## config.mk

```make
export PLATFORM = sky130hd
export DESIGN_NAME = student_iis_fir_scheduler
export DESIGN_NICKNAME = d
export VERILOG_FILES = /design/src/rtl/student_iis_fir_scheduler.sv
export SDC_FILE = /design/constraint.sdc
export NUM_CORES = 1
export LEC_CHECK = 0
export CORE_MARGIN = 1.5
export CORE_UTILIZATION = 45
export CTS_CLUSTER_SIZE = 12
export DETAILED_ROUTE_END_ITERATION = 8
export HOLD_SLACK_MARGIN = 0.05
export PLACE_DENSITY = 0.7
export SYNTH_ARGS = -nofsm -noshare
export SYNTH_HDL_FRONTEND = slang
export SYNTH_SLANG_ARGS = --single-unit
```

## constraint.sdc

```tcl
create_clock -name clk_i -period 2.45 [get_ports clk_i]
set_clock_uncertainty 0.15 [all_clocks]
set_input_delay 0.49 -clock clk_i [delete_from_list [all_inputs] [get_ports clk_i]]
set_output_delay 0.49 -clock clk_i [all_outputs]
set_load 0.005 [all_outputs]
```

## src/rtl/student_iis_fir_scheduler.sv

```systemverilog
// student_iis_fir_scheduler
// Shares one FIR engine between the left and right audio channels. A stereo
// pair is captured on the receiver strobe, sent to the FIR as left then right,
// and both results go to the transmitter together on a single valid strobe.
// A new pair arriving while the buffer is still full raises the sticky
// overrun flag. A FIR that never answers raises the sticky timeout flag, and
// the missing result is muted.
// Optional feature: define STUDENT_IIS_FIR_SCHED_BYPASS_EN to add bypass_i.
// A bypassed frame skips the FIR and publishes the resized receiver samples.

module student_iis_fir_scheduler #(
  parameter int DATA_SIZE         = 16,
  parameter int DATA_SIZE_FIR_OUT = 16,
  parameter int TIMEOUT_CYCLES    = 1024
) (
  input  logic                         clk_i,
  input  logic                         rst_ni,
`ifdef STUDENT_IIS_FIR_SCHED_BYPASS_EN
  input  logic                         bypass_i,
`endif
  input  logic [DATA_SIZE-1:0]         rx_data_l_i,
  input  logic [DATA_SIZE-1:0]         rx_data_r_i,
  input  logic                         rx_valid_i,
  output logic [DATA_SIZE-1:0]         fir_in_data_o,
  output logic                         fir_in_chan_o,
  output logic                         fir_in_valid_o,
  input  logic                         fir_in_ready_i,
  input  logic [DATA_SIZE_FIR_OUT-1:0] fir_out_data_i,
  input  logic                         fir_out_valid_i,
  output logic [DATA_SIZE_FIR_OUT-1:0] tx_data_l_o,
  output logic [DATA_SIZE_FIR_OUT-1:0] tx_data_r_o,
  output logic                         tx_valid_o,
  output logic                         busy_o,
  input  logic                         clr_flags_i,
  output logic                         overrun_o,
  output logic                         timeout_o
);

  // The counter only has to reach TIMEOUT_CYCLES-1.
  localparam int CNT_W = (TIMEOUT_CYCLES > 2) ? $clog2(TIMEOUT_CYCLES) : 1;
  localparam logic [CNT_W-1:0] CNT_LAST = CNT_W'(TIMEOUT_CYCLES - 1);

  typedef enum logic [2:0] {
    IDLE    = 3'd0,
    ISSUE_L = 3'd1,
    WAIT_L  = 3'd2,
    ISSUE_R = 3'd3,
    WAIT_R  = 3'd4,
    PUBLISH = 3'd5
  } state_t;

  state_t state_reg, state_next;

  // Channel index 0 is left and 1 is right, matching fir_in_chan_o.
  logic                                pend_full_reg;
  logic [1:0][DATA_SIZE-1:0]           pend_reg;
  logic [1:0][DATA_SIZE-1:0]           work_reg;
  logic [1:0][DATA_SIZE_FIR_OUT-1:0]   res_reg;
  logic [CNT_W-1:0]                    cnt_reg, cnt_next;
  logic [DATA_SIZE_FIR_OUT-1:0]        tx_l_reg, tx_r_reg;
  logic                                tx_valid_reg;
  logic                                overrun_reg, timeout_reg;

  logic start_frame;
  logic take_bypass;
  logic in_wait;
  logic cnt_expired;
  logic wait_done;
  logic overrun_set;
  logic timeout_set;

  // A frame starts when the FSM is idle and a captured pair is waiting.
  assign start_frame = (state_reg == IDLE) && pend_full_reg;
  assign in_wait     = (state_reg == WAIT_L) || (state_reg == WAIT_R);
  assign cnt_expired = (cnt_reg == CNT_LAST);
  // A result arriving in the expiry cycle still counts as a normal result.
  assign wait_done   = in_wait && (fir_out_valid_i || cnt_expired);
  assign timeout_set = in_wait && cnt_expired && !fir_out_valid_i;
  // Overwriting a pair that is not consumed in the same cycle drops it.
  assign overrun_set = rx_valid_i && pend_full_reg && !start_frame;
  // The counter runs only while waiting and restarts from 0 for each channel.
  assign cnt_next    = (in_wait && !wait_done) ? cnt_reg + CNT_W'(1) : '0;

`ifdef STUDENT_IIS_FIR_SCHED_BYPASS_EN
  // bypass_i is sampled only when a frame starts, so changing it mid-frame
  // takes effect on the next frame.
  assign take_bypass = start_frame && bypass_i;
`else
  assign take_bypass = 1'b0;
`endif

  // State register
  always_ff @(posedge clk_i or negedge rst_ni) begin
    if (!rst_ni) begin
      state_reg <= IDLE;
    end else begin
      state_reg <= state_next;
    end
  end

  // Next-state logic: left then right through the FIR, then publish
  always_comb begin
    state_next = state_reg;
    case (state_reg)
      IDLE: begin
        if (start_frame) begin
          state_next = take_bypass ? PUBLISH : ISSUE_L;
        end
      end
      ISSUE_L: begin
        if (fir_in_ready_i) begin
          state_next = WAIT_L;
        end
      end
      WAIT_L: begin
        if (wait_done) begin
          state_next = ISSUE_R;
        end
      end
      ISSUE_R: begin
        if (fir_in_ready_i) begin
          state_next = WAIT_R;
        end
      end
      WAIT_R: begin
        if (wait_done) begin
          state_next = PUBLISH;
        end
      end
      PUBLISH: begin
        state_next = IDLE;
      end
      default: begin
        state_next = IDLE;
      end
    endcase
  end

  // FSM outputs: FIR request side and busy indication
  always_comb begin
    fir_in_valid_o = 1'b0;
    fir_in_chan_o  = 1'b0;
    fir_in_data_o  = '0;
    busy_o         = (state_reg != IDLE);
    case (state_reg)
      ISSUE_L: begin
        fir_in_valid_o = 1'b1;
        fir_in_chan_o  = 1'b0;
        fir_in_data_o  = work_reg[0];
      end
      ISSUE_R: begin
        fir_in_valid_o = 1'b1;
        fir_in_chan_o  = 1'b1;
        fir_in_data_o  = work_reg[1];
      end
      default: begin
      end
    endcase
  end

  // One-entry pending buffer: a new strobe always loads, and starting a frame empties it
  always_ff @(posedge clk_i or negedge rst_ni) begin
    if (!rst_ni) begin
      pend_full_reg <= 1'b0;
      pend_reg      <= '0;
    end else if (rx_valid_i) begin
      pend_full_reg <= 1'b1;
      pend_reg[0]   <= rx_data_l_i;
      pend_reg[1]   <= rx_data_r_i;
    end else if (start_frame) begin
      pend_full_reg <= 1'b0;
    end
  end

  // Working copy of the frame being processed, so the buffer can refill meanwhile
  always_ff @(posedge clk_i or negedge rst_ni) begin
    if (!rst_ni) begin
      work_reg <= '0;
    end else if (start_frame) begin
      work_reg <= pend_reg;
    end
  end

  // Result timeout counter
  always_ff @(posedge clk_i or negedge rst_ni) begin
    if (!rst_ni) begin
      cnt_reg <= '0;
    end else begin
      cnt_reg <= cnt_next;
    end
  end

  // Per-channel result registers: FIR result, muted zero on timeout, or bypass sample
  genvar gi;
  generate
    for (gi = 0; gi < 2; gi++) begin : g_chan
      localparam state_t WAIT_ST = (gi == 0) ? WAIT_L : WAIT_R;
      logic [DATA_SIZE_FIR_OUT-1:0] byp_val;

`ifdef STUDENT_IIS_FIR_SCHED_BYPASS_EN
      if (DATA_SIZE_FIR_OUT >= DATA_SIZE) begin : g_sext
        assign byp_val = DATA_SIZE_FIR_OUT'($signed(pend_reg[gi]));
      end else begin : g_trunc
        assign byp_val = pend_reg[gi][DATA_SIZE-1 -: DATA_SIZE_FIR_OUT];
      end
`else
      assign byp_val = '0;
`endif

      // Latch this channel's result when its wait ends
      always_ff @(posedge clk_i or negedge rst_ni) begin
        if (!rst_ni) begin
          res_reg[gi] <= '0;
        end else if (take_bypass) begin
          res_reg[gi] <= byp_val;
        end else if ((state_reg == WAIT_ST) && wait_done) begin
          res_reg[gi] <= fir_out_valid_i ? fir_out_data_i : '0;
        end
      end
    end
  endgenerate

  // Transmitter outputs: both channels update together with a one-cycle strobe
  always_ff @(posedge clk_i or negedge rst_ni) begin
    if (!rst_ni) begin
      tx_l_reg     <= '0;
      tx_r_reg     <= '0;
      tx_valid_reg <= 1'b0;
    end else begin
      tx_valid_reg <= (state_reg == PUBLISH);
      if (state_reg == PUBLISH) begin
        tx_l_reg <= res_reg[0];
        tx_r_reg <= res_reg[1];
      end
    end
  end

  // Sticky flags: setting has priority over clearing
  always_ff @(posedge clk_i or negedge rst_ni) begin
    if (!rst_ni) begin
      overrun_reg <= 1'b0;
      timeout_reg <= 1'b0;
    end else begin
      if (overrun_set) begin
        overrun_reg <= 1'b1;
      end else if (clr_flags_i) begin
        overrun_reg <= 1'b0;
      end
      if (timeout_set) begin
        timeout_reg <= 1'b1;
      end else if (clr_flags_i) begin
        timeout_reg <= 1'b0;
      end
    end
  end

  assign tx_data_l_o = tx_l_reg;
  assign tx_data_r_o = tx_r_reg;
  assign tx_valid_o  = tx_valid_reg;
  assign overrun_o   = overrun_reg;
  assign timeout_o   = timeout_reg;

endmodule
```

==> results of run 1 <==
cell families (layout without fill, tap and decap cells):
| family | after synthesis | after routing |
|---|---|---|
| flops | 145 | 145 |
| mux | 112 | 112 |
| simple gates | 54 | 54 |
| compound gates | 48 | 48 |
| buf+inv | 31 | 159 |
| xor+xnor | 7 | 7 |
| fa+ha+maj | 1 | 1 |
worst max-delay path: cells and delay by family (launching register included):
family / cells / cell delay [ns]
buffers and inverters: 2 / 0.67
DFF: 1 / 0.38
and+or+nand+nor: 2 / 0.28
power breakdown:
group	internal [mW]	switching [mW]	total [mW]
Sequential	3.19	0.452	3.64
Combinational	2.01	1.17	3.19
Clock	1.44	0.911	2.35
Total	6.64	2.54	9.17
metrics by stage:
| stage | setup TNS, ns | hold WS, ns | setup WS (ns) | util, % |
|---|---|---|---|---|
| after floorplan | 0 | 0.04441 | 0.6065 | - |
| after global placement | 0 | 0.2526 | 0.3672 | 56.49 |
| after detailed placement | 0 | 0.2571 | 0.3063 | 56.49 |
| after CTS | -0.09313 | 0.3459 | -0.01881 | 60.92 |
| after global routing | 0 | 0.3574 | 0.001393 | 61.50 |
| final | 0 | 0.3341 | 0.05659 | 61.50 |
cells in the final DEF (no fill, tap or decap), drive strengths merged:
| cell type | netlist | routed |
|---|---|---|
| nor2 | 30 | 30 |
| o21ai | 5 | 5 |
| mux2i | 16 | 16 |
| dlygate4sd3 | 0 | 1 |
| mux2 | 96 | 96 |
| clkinv | 0 | 4 |
| a22o | 32 | 32 |
| bufinv | 0 | 1 |
| a31o | 1 | 1 |
| clkinvlp | 0 | 1 |
| or2 | 1 | 1 |
| inv | 7 | 7 |
| and3 | 1 | 1 |
| a21o | 1 | 1 |
| buf | 18 | 14 |
| nand2b | 3 | 3 |
| nand3 | 5 | 5 |
| o22ai | 2 | 2 |
| o31ai | 1 | 1 |
| a211o | 1 | 1 |
| nand4 | 3 | 3 |
| clkdlybuf4s50 | 0 | 92 |
| xnor2 | 3 | 3 |
| dlygate4sd2 | 0 | 2 |
| a21oi | 4 | 4 |
| dlymetal6s2s | 0 | 12 |
| or4b | 1 | 1 |
| dfrtp | 145 | 145 |
| a32oi | 1 | 1 |
| and2 | 3 | 3 |
| nand2 | 3 | 3 |
| xor2 | 4 | 4 |
| or3 | 2 | 2 |
| clkbuf | 6 | 25 |
| and4 | 2 | 2 |
| ha | 1 | 1 |
how the worst min path moves through the flow:
stage	from	depth (start not counted)	endpoint	slack, ns
after floorplan	rst_ni	0	cnt_reg[0]	0.04
after global placement	rst_ni	1	tx_data_l_o[4]	0.25
after detailed placement	rst_ni	1	tx_data_l_o[2]	0.26
after CTS	pend_reg[19]	1	work_reg[19]	0.35
after global routing	work_reg[19]	1	work_reg[19]	0.36
final	work_reg[19]	1	work_reg[19]	0.33
layout make-up:
cell class              instances  area (um2)
clock inverters                 6       57.56
multi-input cells             222        2093
well taps                     172       215.2
flip-flops and latches        145        3630
inverters                       7       26.28
fillers                      1000        4878
repair buffers                121        1295
clock buffers                  25       475.5
what timing repair did:
| action | CTS | global route |
|---|---|---|
| pin swaps | 0 | 4 |
| hold endpoints to repair | 35 | 0 |
| endpoints found under the setup margin | 19 | 17 |
| cloned | 0 | 0 |
| gates resized for setup | 9 | 19 |
| buffers inserted | 0 | 2 |
| hold buffers | 1 | 0 |
routing by layer:
layer  up-vias  GRT usage [%]  routed length [um]
li1       1655              -                   -
met1      1814          23.35                5325
met2       100          26.80                5326
met3        12          5.156                 614
met4         0          6.867                 143
met5         -              0                   0
==> results by group, run 1 <==
Timing
  – RSZ-0062 raised after global routing: no
  – Fin. Hold Viols: 0
  – Slew @ Worst Pin: 0.6867 ns
  – Max transition margin: 54.22%
  – Tcrit/Tclk final: 97.69%
  – Max Freq: 0.4178 GHz
  – Tmin final: 2.393 ns
  – Slew Limit Fails: 0
  – Setup-failing EPs final: 0

Power
  – Worst IR drop on VDD: 675.5 uV
  – Total Power: 9.175 mW
  – P_leak: 3.645 nW
  – Cell area power density: 1177 mW/mm2

Routing
  – First-pass DRT Iterations: 4
  – Vias: 3,581
  – Wirelength, routed: 11.41 mm
  – Post-route DRC: 0
  – Antenna-violating nets left: 0
  – First DRT Iteration DRCs: 202
  – Avg Vias per Cell: 5.130
  – WL/cell: 16.35 um

Yosys
  – Area fraction in compound gates after synthesis: 6.573%
  – Synth Warn #: 0
  – Synth top area share: 61.69%
  – Cells taking the most area after synthesis: dfrtp_1 (62%), mux2_2 (14%), mux2_4 (5.1%)
  – Most frequent cells after synthesis: dfrtp_1 (145), mux2_2 (75), a22o_1 (32)
  – Syn avg cell area: 14.78 um2
  – FF+latch count, synth: 145
  – Leading area contributor after synthesis: dfrtp_1
  – Adder-Cell Fraction of Synth Area: 0.2127%
  – Most common cell in the netlist: dfrtp_1
  – Yosys cell types: 41
  – Mux cell area share after synthesis: 22.38%
  – Syn_nets: 453
  – Simple-Gate Fraction of Synth Area: 4.999%
  – Ys async rst share: 100.0%
  – Main combinational cell family by area after synthesis: multiplexers
  – XOR/XNOR Fraction of Synth Area: 1.042%
  – Post-synth EDFFs: 0
  – Mapped Cells: 398
  – Synth Flop Type: dfrtp_1
  – Sequential area share after synthesis: 61.69%
  – Mapped Area: 0.005882 mm2

Critical path
  – Critical path arrival: 1.75 ns
  – Worst R2R End: work_reg[23]
  – Crit-path cells: nand2b_4, buf_12, nor2_1, clkdlybuf4s50_1
  – CP Launch Point: state_reg[2]
  – Setup crit start kind: flip-flop
  – Worst path max stage delay: 0.52 ns
  – Worst Reg-to-Reg Cells: 5
  – Flop2flop setup slack: 0.41 ns
  – CP max stage cell: clkdlybuf4s50_1
  – Last element of the critical path: fir_in_chan_o
  – Crit Path Category: reg2out
  – Worst setup EP type: primary output
  – Reg2reg start: state_reg[0]
  – Critical path required time: 1.81 ns
  – Crit Path Max Fanout: 19

Die
  – Die Area: 0.01377 mm2
  – Die height: 117.3 um
  – FP Rows: 41
  – Initial Util: 46.42%
  – Die width: 117.3 um
  – Core Region: 0.01267 mm2
  – Io pins: 108

Global routing
  – First-pass GRT wire length: 18.76 mm
  – Pin count of the biggest net entering global routing: 62
  – GRT overflow: 0
  – Overall Global Routing Usage: 17.44%
  – Number of global-route vias before repair: 3,687
  – Initial antenna violation count: 0

Clock network
  – Worst skew pair latency: 0.41 ns
  – TritonCTS clock tree: built
  – CTS H-tree depth: 4
  – Clk sink count: 145
  – Worst-path clk slew: 0.06 ns
  – Worst-case clock buffer depth: 2
  – CTS root buf: clkbuf_16
  – CTS buffer count: 17

Finish
  – Layout Cells excl Fill: 698
  – Share of cells above drive strength 1: 28.71%
  – # nets final: 569
  – Post-route cell area: 0.007792 mm2
  – P&R area growth vs syn: 32.48%
  – ANT cells: 0

Run status
  – Status: completed

Place
  – DP Cell Count: 664
  – Placer congestion estimate: 0.7679
  – Final HPWL DP: 7.617 mm
  – Placed cell area: 0.007158 mm2
  – Port buffer count: 107

Worst hold path
  – Hold Path Class: reg2reg

Run
  – Max-cap viol count: 0
Note: power is estimated with default switching activity, not from simulation.
==> run 2, diff against run 1 <==
- CTS_CLUSTER_DIAMETER: not set -> 40
==> results of run 2 <==
No change in the layout: final DEF, timing and power equal those of run 1.
